<file path="config.mk">
export PLATFORM = sky130hd
export DESIGN_NAME = led_pattern_ctrl
export DESIGN_NICKNAME = d
export VERILOG_FILES = /design/src/rtl/led_pattern_ctrl_pkg.sv /design/src/rtl/led_pattern_ctrl_tick_gen.sv /design/src/rtl/led_pattern_ctrl.sv
export SDC_FILE = /design/constraint.sdc
export NUM_CORES = 1
export LEC_CHECK = 0
export ABC_AREA = 1
export ABC_CLOCK_PERIOD_IN_PS = 1590
export BUFFER_PORTS_ARGS = -buffer_cell sky130_fd_sc_hd__clkbuf_2
export CORE_MARGIN = 4
export CORE_UTILIZATION = 39
export CTS_CLUSTER_DIAMETER = 30
export DETAILED_ROUTE_END_ITERATION = 8
export PLACE_DENSITY = 0.56
export SYNTH_ARGS = -nofsm -noshare
export SYNTH_HDL_FRONTEND = slang
export SYNTH_SLANG_ARGS = --single-unit
</file>
<file path="constraint.sdc">
create_clock -name clock -period 1.59 [get_ports clock]
set_input_delay 0.159 -clock clock [delete_from_list [all_inputs] [get_ports clock]]
set_output_delay 0.159 -clock clock [all_outputs]
set_load 0.1 [all_outputs]
</file>
<file path="src/rtl/led_pattern_ctrl_pkg.sv">
// led_pattern_ctrl_pkg: colour/mode codes, switch bit positions and colour sequencing
package led_pattern_ctrl_pkg;
  localparam logic [1:0] COLOR_RED = 2'd0, COLOR_GREEN = 2'd1, COLOR_BLUE = 2'd2;
  localparam logic [1:0] MODE_SHIFT = 2'd0, MODE_FLASH = 2'd1, MODE_PINGPONG = 2'd2, MODE_HOLD = 2'd3;
  localparam int SW_EN = 0, SW_MODE_LO = 1, SW_DIR = 3;
  function automatic logic [1:0] next_color(input logic [1:0] c);
    return c == COLOR_RED ? COLOR_GREEN : c == COLOR_GREEN ? COLOR_BLUE : COLOR_RED;
  endfunction
endpackage

</file>
<file path="src/rtl/led_pattern_ctrl_tick_gen.sv">
// tick_gen: prescaler strobing tick once every COUNT_MAX+1 enabled cycles
module tick_gen #(
  parameter int NB_COUNTER = 14,
  parameter int COUNT_MAX = 5000
) (
  input  logic clock,
  input  logic i_reset,
  input  logic enable,
  input  logic clear,
  output logic tick
);
  logic [NB_COUNTER-1:0] cnt;
  assign tick = enable && cnt == NB_COUNTER'(COUNT_MAX);
  always_ff @(posedge clock or posedge i_reset)
    if (i_reset) cnt <= '0;
    else if (clear) cnt <= '0;
    else if (enable) cnt <= tick ? '0 : cnt + 1'b1;
endmodule

</file>
<file path="src/rtl/led_pattern_ctrl.sv">
// led_pattern_ctrl: switch-driven LED pattern engine with RED->GREEN->BLUE colour sequencing
// Define LED_SW_SYNC_EN to pass i_sw through a two-flop synchronizer (adds 2 cycles latency).
module led_pattern_ctrl
  import led_pattern_ctrl_pkg::*;
#(
  parameter int NB_LEDS = 4,
  parameter int NB_SW = 4,
  parameter int NB_COUNTER = 14,
  parameter int COUNT_MAX = 5000
) (
  input  logic               clock,
  input  logic               i_reset,
  input  logic [NB_SW-1:0]   i_sw,
  output logic [NB_LEDS-1:0] o_led,
  output logic [NB_LEDS-1:0] o_led_g,
  output logic [NB_LEDS-1:0] o_led_b,
  output logic               o_tick,
  output logic [1:0]         o_color
);
  logic [NB_SW-1:0] sw;
  logic [1:0] mode, prev_mode, color;
  logic [NB_LEDS-1:0] pat, pat_n;
  logic dir, dir_n, adv, tick, mode_chg, step;
`ifdef LED_SW_SYNC_EN
  logic [NB_SW-1:0] sw_m;
  always_ff @(posedge clock or posedge i_reset)
    if (i_reset) begin
      sw_m <= '0;
      sw <= '0;
    end else begin
      sw_m <= i_sw;
      sw <= sw_m;
    end
`else
  assign sw = i_sw;
`endif
  assign mode = sw[SW_MODE_LO +: 2];
  assign mode_chg = mode != prev_mode;
  assign step = tick && !mode_chg;
  tick_gen #(.NB_COUNTER(NB_COUNTER), .COUNT_MAX(COUNT_MAX)) u_tick_gen (
    .clock(clock), .i_reset(i_reset), .enable(sw[SW_EN]), .clear(mode_chg), .tick(tick)
  );
  // dir is only meaningful in PINGPONG; SHIFT takes its direction straight from the switch
  always_comb begin
    pat_n = pat;
    dir_n = dir;
    adv = 1'b0;
    if (mode == MODE_SHIFT) begin
      pat_n = sw[SW_DIR] ? {pat[0], pat[NB_LEDS-1:1]} : {pat[NB_LEDS-2:0], pat[NB_LEDS-1]};
      adv = sw[SW_DIR] ? pat[0] : pat[NB_LEDS-1];
    end else if (mode == MODE_FLASH) begin
      pat_n = &pat ? '0 : '1;
      adv = &pat;
    end else if (mode == MODE_PINGPONG) begin
      pat_n = (dir ? pat[0] : !pat[NB_LEDS-1]) ? pat << 1 : pat >> 1;
      dir_n = dir ? !pat[0] : pat[NB_LEDS-1];
      adv = dir && pat[0];
    end
  end
  always_ff @(posedge clock or posedge i_reset)
    if (i_reset) begin
      pat <= NB_LEDS'(1);
      dir <= 1'b0;
      color <= COLOR_RED;
      prev_mode <= MODE_SHIFT;
      o_tick <= 1'b0;
    end else begin
      prev_mode <= mode;
      o_tick <= step;
      pat <= mode_chg ? NB_LEDS'(1) : step ? pat_n : pat;
      dir <= mode_chg ? 1'b0 : step ? dir_n : dir;
      color <= color > COLOR_BLUE ? COLOR_RED : step && adv ? next_color(color) : color;
    end
  assign o_led = color == COLOR_RED ? pat : '0;
  assign o_led_g = color == COLOR_GREEN ? pat : '0;
  assign o_led_b = color == COLOR_BLUE ? pat : '0;
  assign o_color = color;
endmodule

</file>
Word level (Yosys, flattened, before mapping)
Cells that the tools add are included.
- add/sub/neg operators: 1
- $lt $le $gt $ge: 1
- equal/unequal tests: 8
- multiplexer cells: 29
- reduce and logical (&&, ||, !) cells: 17
- operators with widths (operator ; count):
    4-bit 2-to-1 mux ; 11
    14-bit 2-to-1 mux ; 3
    14-bit by 1-bit adder with 14-bit output (second input constant) ; 1
    14-bit by 13-bit equality test with 1-bit output (second input constant) ; 1
    1-bit 2-to-1 mux ; 11
    2-bit 2-to-1 mux ; 4
    4-bit AND reduction ; 2
    2-bit nonzero test ; 4
    2-bit by 1-bit equality test with 1-bit output (second input constant) ; 2
    2-bit equality test (second input constant) ; 2
    1-bit logical AND ; 4
    2-bit logical NOT ; 2
    2-bit != test (second input constant) ; 2
    4-bit nonzero test ; 1
    1-bit logical NOT ; 3
    2-bit > comparator (second input constant) ; 1
    2-bit != test ; 1
    2-bit AND reduction ; 1
- register bits after elaboration: 24
- input bits: 6
- output and inout bits: 15
- logic and storage cells: 62

Longest topological paths before layout
Gate-level depths: netlist (run 1).
- depth after elaboration: 8
- mapped depth: 12
- depth with buffers taken out: 12

Hierarchy
From an unflattened synthesis (run 1), not the netlist that was laid out.
- cell total of the unflattened synthesis: 271
- area total of the unflattened synthesis: 1778.0 sq um
- by module, submodules not included (module ; times used ; cells an instance ; area each (sq um) ; sequential area each (sq um)):
    tick_gen ; 1 ; 140 ; 943.4 ; 350.3
    led_pattern_ctrl ; 1 ; 131 ; 834.6 ; 251.5

Worst setup path after synthesis (run 1)
Ideal clock, no wire load.
- path kind: flip-flop to output port
- from: register color[0], in the netlist o_color[0]
- to: output port o_led_g[0]
- arrival: 2.547 ns
- data required time: 1.431 ns
- setup slack: -1.116 ns
- stages on the path, launching flop included: 5
- buffers on the path: 0
- cell sequence: dfrtp_1 inv_1 nor2_1 inv_1 nor2_1
- longest elaborated chain between the ends: 2
- RTL lines (what ; line ; text):
    from (decl) ; led_pattern_ctrl.sv:21 ; logic [1:0] mode, prev_mode, color;
    from (signal assigned) ; led_pattern_ctrl.sv:72 ; color <= color > COLOR_BLUE ? COLOR_RED : step && adv ? next_color(color) : color;
    2-bit by 1-bit equality test with 1-bit output ; led_pattern_ctrl.sv:75 ; assign o_led_g = color == COLOR_GREEN ? pat : '0;
    4-bit 2-to-1 mux ; led_pattern_ctrl.sv:75 ;
    to (decl) ; led_pattern_ctrl.sv:15 ; output logic [NB_LEDS-1:0] o_led_g,
No other way between the ends.

Worst setup path after layout (run 1)
- from: register color[1], in the netlist o_color[1]
- to: output port o_led_g[0]
The elaborated chain is that of the path after synthesis.

==> flow_metrics.py, run 1 <==
metrics = {
    "outcome": {
        "status": "finished, final reports clean",
    },
    "drt": {
        "wl_um": 4140,
        "vias": 1684,
        "wl_per_cell_um": 11.9,
        "ant_nets": 0,
        "first_pass_iters": 4,
        "first_iter_violations": 116,
        "drcViolationCount": 0,
        "via_per_inst": 4.83,
    },
    "worst_setup_path": {
        "worstPathArrival_ns": 1.36,
        "crit_path_end_kind": "primary output",
        "max_stage_delay_ns": 0.52,
        "path_max_fanout": 4,
        "crit_buf_inv": 2,
        "cp_top_family": "flip-flops",
        "worstSetupPathType": "reg2out",
        "start_kind": "flop",
        "slowest_stage": "dfrtp_4",
        "cpMostUsedCell": "nor2_4",
        "required_ns": 1.43,
        "crit_chain": "nor2_4, inv_2, nor2_4, buf_12",
    },
    "timing": {
        "grt_setup_unrepaired": "yes",
        "skew_ns": 0.00802,
        "tightest_slew_ns": 0.541,
        "final_max_slew_viol_count": 0,
        "setup_viol": 0,
        "clock.fmax_mhz": 658,
        "max_slew_margin": 0.641,
        "finalHoldViolCount": 0,
        "fin_crit_ns": 1.52,
        "finalCritPeriodShare": 0.955,
        "setup_slack_ns": 0.0711,
    },
    "pwr": {
        "p_leak_nw": 1.08,
        "power_density_mw_per_mm2": 674,
        "power_w": 0.00155,
        "irDropWorstVdd_uv": 339,
    },
    "floorplan": {
        "ios": 21,
        "core-area_mm2": 0.00412,
        "rows": 23,
        "die_y_um": 74.3,
        "fp.dieW_um": 74.3,
        "fp.dieArea_mm2": 0.00553,
        "initial_utilization": 0.417,
    },
    "synthesis": {
        "ys_seq_elements": 24,
        "syn-num-nets": 282,
        "synth_cells": 271,
        "yosys_warnings": 0,
        "synth_cell_types": 23,
        "syn_area_per_cell_um2": 6.33,
        "syn_area_mm2": 0.00172,
        "synth-seq-area-share": 0.351,
    },
    "cells_and_area": {
        "final_common_cell": "nand2_1",
        "fillers": 400,
        "area_delta_synth_final_pct": 33.8,
        "diodes": 0,
        "fin_util": 0.558,
        "finish.instance_area_mm2": 0.00230,
        "nets": 311,
        "drive_above_1_share": 0.231,
        "mostFrequentLayoutCells": "88 x nand2_1, 37 x inv_1, 25 x nor2_1",
        "fin_cells": 349,
    },
    "clock_tree": {
        "clockBufferDepth": 2,
        "cts_sinks": 24,
        "h-tree-depth": 1,
        "clk_latency_ns": 0.28,
        "cts_root_buffer": "clkbuf_8",
        "cts_tree": "built",
        "clk_pin_slew_ns": 0.09,
        "cts_buffers": 3,
    },
    "global_routing": {
        "grt_usage": 0.169,
        "grt_pass1_vias": 1545,
        "grt_max_degree": 25,
        "grt-ovfl-total": 0,
        "grt_pass1_wl_um": 7240,
        "antenna_found_initial": 0,
    },
    "run": {
        "drv_cap": 0,
    },
    "hold_path": {
        "hp-class": "in2reg",
    },
    "placement": {
        "post-dp-hpwl_um": 3270,
        "dp_cells": 342,
        "place.port_buffers": 20,
        "place_congestion": 0.864,
        "dpl_worst_slack_ns": 0.0546,
        "place_area_mm2": 0.00217,
    },
}
[state kept, by name, summed over array words and instances (netlist names)]
signal          flops
o_tick              1
prev_mode           2
o_color             2
pat                 4
u_tick_gen.cnt     14
dir                 1
[area by class of cell]
type / count / area (µm²) / share of cell area
Clock inverter: 1 / 30.0 / 0.0131
Clock buffer: 3 / 41.3 / 0.0180
Multi-Input combinational cell: 200 / 1050 / 0.456
Inverter: 45 / 174 / 0.0757
Tap cell: 50 / 62.6 / 0.0272
Sequential cell: 24 / 609 / 0.265
Timing Repair Buffer: 26 / 332 / 0.144
[synth_stat cells]
master	count	area (µm²)
nor2_4	1	11.3
nand2_4	2	22.5
nand3_1	21	105
o21ai_0	8	40.0
dfstp_2	1	26.3
ha_1	5	62.6
buf_2	2	10.0
a21oi_1	10	50.1
nor2_1	41	154
inv_4	1	6.26
nand2_2	4	25.0
and2_1	1	6.26
nor3_2	2	20.0
nand3_2	2	20.0
nand4_1	6	37.5
o21ai_1	3	15.0
dfrtp_1	23	576
nand2_1	88	330
nor2_2	2	12.5
inv_2	4	15.0
inv_1	40	150
o22ai_1	1	6.26
nor3_1	3	15.0
[worst paths after layout]
check	cells after the start	slack (ns)	from	endpoint
max	4	0.07	o_color[1]$_DFFE_PP0P_	o_led_g[0]
min	1	0.03	i_sw[2]	prev_mode[1]$_DFF_PP0_
max reg2reg	11	0.12	u_tick_gen.cnt[1]$_DFFE_PP0P_	o_color[0]$_DFFE_PP0P_
min reg2reg	2	0.54	dir$_DFFE_PP0P_	dir$_DFFE_PP0P_
max in group asynchronous	4	0.85	i_reset	pat[0]$_DFFE_PP1P_
min in group asynchronous	4	0.45	i_reset	u_tick_gen.cnt[1]$_DFFE_PP0P_
[cell families (layout without fill, tap and decap cells)]
kind of cell | after synthesis | in the layout | synth area share
buf+inv | 47 | 75 | 0.106
simple gates | 173 | 173 | 0.442
flops | 24 | 24 | 0.351
compound gates | 22 | 22 | 0.0649
fa+ha+maj | 5 | 5 | 0.0364
[report_power, final]
| group | internal [W] | switching (W) | leakage [nW] |
|---|---|---|---|
| sequential | 0.000627 | 0.0000189 | 0.322 |
| combinational | 0.000114 | 0.000230 | 0.719 |
| clock | 0.000337 | 0.000221 | 0.0357 |
| total | 0.00108 | 0.000470 | 1.08 |
[metal layers]
layer  track usage  part of all wire  vias up
met1         0.251              0.49      755
met3        0.0203             0.040        7
met2         0.253              0.45       28
met5             0                 0        -
met4        0.0593             0.018        0
li1              -                 -      894
[per-stage QoR]
| step | hold slack, ns | TNS [ns] |
|---|---|---|
| 6_report | 0.0320 | 0 |
| 5_1_grt | 0.0361 | -0.00891 |
| 4_1_cts | 0.0231 | 0 |
| 3_5_place_dp | 0.210 | 0 |
| 3_3_place_gp | 0.205 | 0 |
| 2_1_floorplan | 0.173 | -0.00872 |
[timing repair]
action / 4_1_cts / 5_1_grt
hold buffers: 1 / 0
setup buffers: 0 / 2
cloned: 0 / 0
hold endpoints to repair: 23 / 0
setup endpoints to repair: 1 / 13
gates resized for setup: 1 / 8
Note: power is estimated with default switching activity, not from simulation.
==> run 2: changes to the inputs <==
Settings changed: ABC_AREA 1 to 0, PLACE_DENSITY 0.56 to 0.57.
==> flow_metrics.py, run 2 <==
metrics = {
    "outcome": {
        "status": "complete, but fails checks",
        "violations": "setup timing",
    },
    "hold_path": {
        "hp-class": "in2reg",
    },
    "drt": {
        "via_per_inst": 5.22,
        "wl_per_cell_um": 14.6,
        "vias": 1489,
        "first_iter_violations": 86,
        "drcViolationCount": 0,
        "first_pass_iters": 4,
        "wl_um": 4160,
        "ant_nets": 0,
    },
    "global_routing": {
        "grt-ovfl-total": 0,
        "grt_usage": 0.176,
        "antenna_found_initial": 0,
        "grt_max_degree": 25,
        "grt_pass1_vias": 1537,
        "grt_pass1_wl_um": 7130,
    },
    "floorplan": {
        "core-area_mm2": 0.00372,
        "initial_utilization": 0.409,
        "fp.dieArea_mm2": 0.00496,
        "fp.dieW_um": 70.4,
        "die_y_um": 70.4,
        "rows": 22,
        "ios": 21,
    },
    "synthesis": {
        "ys_async_sr_fraction": 1.00,
        "synth_mux_area_frac": 0.0370,
        "syn_area_mm2": 0.00152,
        "synth_top_area_frac": 0.379,
        "yosysTopAreaCell": "dfrtp_1",
        "synth_cells": 174,
        "syn-num-nets": 185,
        "synth_common_cells": "23 x dfrtp_1, 17 x nor2_1, 16 x nand2_1, 12 x o21ai_0, 11 x and2_1",
        "ys_seq_elements": 24,
        "synth-seq-area-share": 0.396,
        "yosys.area_share.simple": 0.294,
        "synth_top_family_by_area": "simple AND/OR/NAND/NOR gates",
        "synth_edf_count": 0,
        "yosys_warnings": 0,
        "synthTopCellsByArea": "dfrtp_1 38%, and2_1 4.5%, nor2_1 4.2%",
        "yosysMostFrequentCell": "dfrtp_1",
        "syn_area_per_cell_um2": 8.74,
        "synth_cell_types": 43,
        "synthAdderAreaFrac": 0.0412,
        "ys.flop_type": "dfrtp_1",
        "synth-compound-area-share": 0.131,
        "synth_xor_area_frac": 0.0634,
    },
    "placement": {
        "place.port_buffers": 20,
        "dpl_worst_slack_ns": -0.397,
        "place_congestion": 0.840,
        "post-dp-hpwl_um": 3140,
    },
    "cells_and_area": {
        "area_delta_synth_final_pct": 55.1,
        "multiInputGateArea_um2": 948,
        "diodes": 0,
        "layout.area.seq_um2": 604,
        "largest-register": "u_tick_gen.cnt",
        "largest_registers": "u_tick_gen.cnt x14, pat x4",
        "fillers": 309,
        "largest_register_ff_count": 14,
        "mostFrequentLayoutCells": "39 x buf_4, 21 x dfrtp_1, 16 x nor2_1",
        "drive_above_1_share": 0.439,
        "nets": 249,
        "final_common_cell": "buf_4",
    },
    "pwr": {
        "p_leak_nw": 1.07,
        "power_w": 0.00133,
        "irDropWorstVdd_uv": 382,
        "power_density_mw_per_mm2": 563,
    },
    "timing": {
        "clock.fmax_mhz": 496,
        "grt_setup_unrepaired": "yes",
        "fin_crit_ns": 2.02,
        "tns_ns": -6.79,
        "finalHoldViolCount": 0,
        "timing.hold.ws_ns": 0.128,
        "skew_ns": 0.00327,
        "finalCritPeriodShare": 1.27,
        "final_max_slew_viol_count": 0,
        "setup_slack_ns": -0.427,
        "max_slew_margin": 0.635,
        "tightest_slew_ns": 0.550,
        "setup_viol": 22,
    },
    "clock_tree": {
        "clk_latency_ns": 0.27,
        "h-tree-depth": 1,
        "clockBufferDepth": 2,
        "cts_tree": "built",
        "cts_root_buffer": "clkbuf_8",
        "cts_sinks": 24,
        "clk_pin_slew_ns": 0.09,
        "cts_buffers": 3,
    },
    "run": {
        "drv_cap": 0,
    },
    "worst_setup_path": {
        "worstSetupPathType": "reg2reg",
        "crit_path_end_kind": "flop",
        "path_max_fanout": 5,
        "required_ns": 1.75,
        "worstPathArrival_ns": 2.17,
        "start_kind": "flop",
    },
}
[run 2: cell types whose count changed in the layout (fill, tap and decap cells not counted), sizes merged, moves of 5 or more]
cell / change
nand2b: +5
a31oi: +6
nand3: -19
nand2: -77
buf: +38
a21oi: -6
xnor2: +6
and2: +11
xor2: +5
mux2: +5
nor2: -25
nand4: -5
inv: -35
[run 2: logic make-up after synthesis]
family,count (synthesis)
buf+inv,15
fa+ha+maj,5
mux,5
compound gates,33
xor+xnor,11
flops,24
simple gates,81
[run 2: critical path: stages, from the launching register on]
cell     delay [ns]
dfrtp_1        0.38
or4_1          0.51
or4_4          0.48
nor2_4         0.15
nand2_2        0.08
mux2_4         0.30
[run 2: worst paths after layout]
path                                           startpoint                             end  slack (ns)  cells after the start
hold / removal                                    i_sw[2]          prev_mode[1]$_DFF_PP0_        0.13                      2
min in group asynchronous                         i_reset   u_tick_gen.cnt[9]$_DFFE_PP0P_        0.46                      4
hold reg to reg            u_tick_gen.cnt[11]$_DFFE_PP0P_  u_tick_gen.cnt[11]$_DFFE_PP0P_        0.61                      2
setup / recovery            u_tick_gen.cnt[4]$_DFFE_PP0P_          o_color[1]$_DFFE_PP0P_       -0.43                      5
max in group asynchronous                         i_reset              pat[0]$_DFFE_PP1P_        0.83                      4
setup reg to reg            u_tick_gen.cnt[4]$_DFFE_PP0P_          o_color[1]$_DFFE_PP0P_       -0.43                      5
[run 2: repair_timing]
action / 4_1_cts / 5_1_grt
endpoints found under the setup margin: 31 / 30
gates cloned: 0 / 0
hold endpoints to repair: 23 / 0
pin swaps: 1 / 5
resized for setup: 8 / 11
buffers inserted: 2 / 1
hold buffers: 1 / 0
[run 2: power by group]
| group | internal (W) | total (W) | switching [W] |
|---|---|---|---|
| Combinational | 0.0000801 | 0.000177 | 0.0000973 |
| Sequential | 0.000615 | 0.000618 | 0.00000322 |
| Clock | 0.000337 | 0.000532 | 0.000196 |
[run 2: stage by stage]
step	util	area [µm²]	instances
after floorplan	-	1560	174
after detailed placement	0.590	2190	277
after global routing	0.635	2360	285
after CTS	0.622	2310	284
final	0.635	2360	285
after global placement	0.590	2190	277
[run 2: area by class of cell]
cell class,instances,area share
clock buffer,3,0.0175
timing repair buffer,64,0.270
tap,48,0.0255
multi-input combinational,135,0.402
sequential,24,0.256
clock inverter,1,0.0127
inverter,10,0.0159
[run 2: layer usage]
metal | vias up | global-route usage | wire length, µm
met1 | 736 | 0.206 | 1750
met5 | - | 0 | 0
li1 | 736 | - | -
met2 | 11 | 0.327 | 2290
met3 | 6 | 0.0230 | 74
met4 | 0 | 0.0511 | 43
==> run 3: changes to the inputs <==
Settings changed: CORE_UTILIZATION 39 to 56, PLACE_DENSITY 0.57 to 0.77.
==> flow_metrics.py, run 3 (synthesized netlist as in run 2, its figures left out) <==
metrics = {
    "timing": {
        "clock.fmax_mhz": 496,
        "finalCritPeriodShare": 1.27,
        "tns_ns": -7.88,
        "skew_ns": 0.00628,
        "timing.hold.ws_ns": 0.0902,
        "fin_crit_ns": 2.02,
        "setup_slack_ns": -0.425,
        "tightest_slew_ns": 0.547,
        "final_max_slew_viol_count": 0,
        "finalHoldViolCount": 0,
        "max_slew_margin": 0.637,
        "grt_setup_unrepaired": "yes",
        "setup_viol": 22,
    },
    "floorplan": {
        "ios": 21,
        "fp.dieArea_mm2": 0.00361,
        "rows": 18,
        "die_y_um": 60.1,
        "initial_utilization": 0.603,
        "fp.dieW_um": 60.1,
        "core-area_mm2": 0.00252,
    },
    "cells_and_area": {
        "nets": 243,
        "fin_cells": 261,
        "area_delta_synth_final_pct": 48.6,
        "largest-register": "u_tick_gen.cnt",
        "largest_registers": "u_tick_gen.cnt x14, pat x4",
        "mostFrequentLayoutCells": "34 x buf_4, 21 x dfrtp_1, 16 x nor2_1",
        "drive_above_1_share": 0.429,
        "diodes": 0,
        "fin_util": 0.895,
        "fillers": 108,
        "final_common_cell": "buf_4",
        "largest_register_ff_count": 14,
    },
    "clock_tree": {
        "clk_pin_slew_ns": 0.13,
        "cts_root_buffer": "clkbuf_4",
        "h-tree-depth": 1,
        "cts_tree": "built",
        "clk_latency_ns": 0.31,
        "cts_buffers": 3,
        "clockBufferDepth": 2,
        "cts_sinks": 24,
    },
    "worst_setup_path": {
        "worstSetupPathType": "reg2reg",
        "max_stage_delay_ns": 0.54,
        "worstSetupStartpoint": "u_tick_gen.cnt[4]$_DFFE_PP0P_",
        "crit_path_end_kind": "flop",
        "required_ns": 1.80,
        "crit_buf_inv": 0,
        "r2r_start": "u_tick_gen.cnt[4]$_DFFE_PP0P_",
        "slowest_stage": "or4_1",
        "worstPathArrival_ns": 2.22,
        "crit_chain": "or4_1, or4_4, nor2_4, nand2_2, mux2_4",
        "start_kind": "flop",
        "path_max_fanout": 3,
        "cp_top_family": "simple AND/OR/NAND/NOR gates",
    },
    "global_routing": {
        "grt_max_degree": 25,
        "grt_usage": 0.262,
        "grt_pass1_wl_um": 7070,
        "grt-ovfl-total": 0,
        "antenna_found_initial": 0,
        "grt_pass1_vias": 1625,
    },
    "drt": {
        "ant_nets": 0,
        "vias": 1585,
        "first_pass_iters": 4,
        "via_per_inst": 6.07,
        "drcViolationCount": 0,
        "first_iter_violations": 91,
        "wl_per_cell_um": 17.1,
        "wl_um": 4470,
    },
    "pwr": {
        "p_leak_nw": 1.02,
        "irDropWorstVdd_uv": 846,
        "power_density_mw_per_mm2": 489,
    },
    "hold_path": {
        "hold_start": "i_sw[2]",
        "hp-class": "in2reg",
    },
    "placement": {
        "dpl_worst_slack_ns": -0.463,
        "place_congestion": 0.989,
        "post-dp-hpwl_um": 3150,
        "place.port_buffers": 20,
        "dp_cells": 255,
    },
    "outcome": {
        "status": "complete, but fails checks",
        "violations": "setup timing",
    },
    "run": {
        "drv_cap": 0,
    },
}
[run 3: routing by layer]
layer | global-route usage | part of all wire | vias up
met5 | 0 | 0 | -
met4 | 0.0854 | 0.023 | 0
met3 | 0.0562 | 0.056 | 14
met2 | 0.480 | 0.51 | 72
met1 | 0.299 | 0.41 | 780
li1 | - | - | 719
[run 3: power by group]
group | internal (W) | total [W] | leakage [nW] | switching (W)
Combinational | 0.0000705 | 0.000172 | 0.674 | 0.000102
Sequential | 0.000616 | 0.000619 | 0.323 | 0.00000293
Clock | 0.000140 | 0.000313 | 0.0210 | 0.000174
Total | 0.000826 | 0.00110 | 1.02 | 0.000278
[run 3: repair_timing]
action                     CTS  global route
pin swaps                    3             8
hold endpoints to repair    23             0
buffers inserted             0             1
hold buffers                 1             0
resized for setup            7            14
setup endpoints to repair   30            33
[run 3: cell type report]
cell class / count / area (µm²) / share of cell area
inverters: 10 / 37.5 / 0.0166
repair buffers: 58 / 579 / 0.257
multi-input cells: 135 / 963 / 0.427
well taps: 30 / 37.5 / 0.0166
flip-flops and latches: 24 / 604 / 0.268
clock buffers: 4 / 36.3 / 0.0161
[run 3: final timing paths]
kind | end | cells past startpoint | slack (ns)
max in group asynchronous | pat[0]$_DFFE_PP1P_ | 4 | 0.90
max reg2reg | o_color[1]$_DFFE_PP0P_ | 5 | -0.43
min in group asynchronous | u_tick_gen.cnt[1]$_DFFE_PP0P_ | 4 | 0.41
min | prev_mode[1]$_DFF_PP0_ | 2 | 0.09
min reg2reg | u_tick_gen.cnt[0]$_DFFE_PP0P_ | 2 | 0.59
max | o_color[1]$_DFFE_PP0P_ | 5 | -0.43
[run 3: worst register-to-register path, stage by stage (launching register included)]
cell	delay [ns]
dfrtp_1	0.39
or4_1	0.54
or4_4	0.47
nor2_4	0.14
nand2_2	0.08
mux2_4	0.30
[run 3: through the flow]
| stage | instance area (µm²) | total power [W] |
|---|---|---|
| 3_5_place_dp | 2130 | 0.000779 |
| 3_3_place_gp | 2130 | 0.000770 |
| 4_1_cts | 2190 | 0.00109 |
| 5_1_grt | 2260 | 0.00115 |
| 2_1_floorplan | 1560 | 0.000712 |
| 6_report | 2260 | 0.00110 |
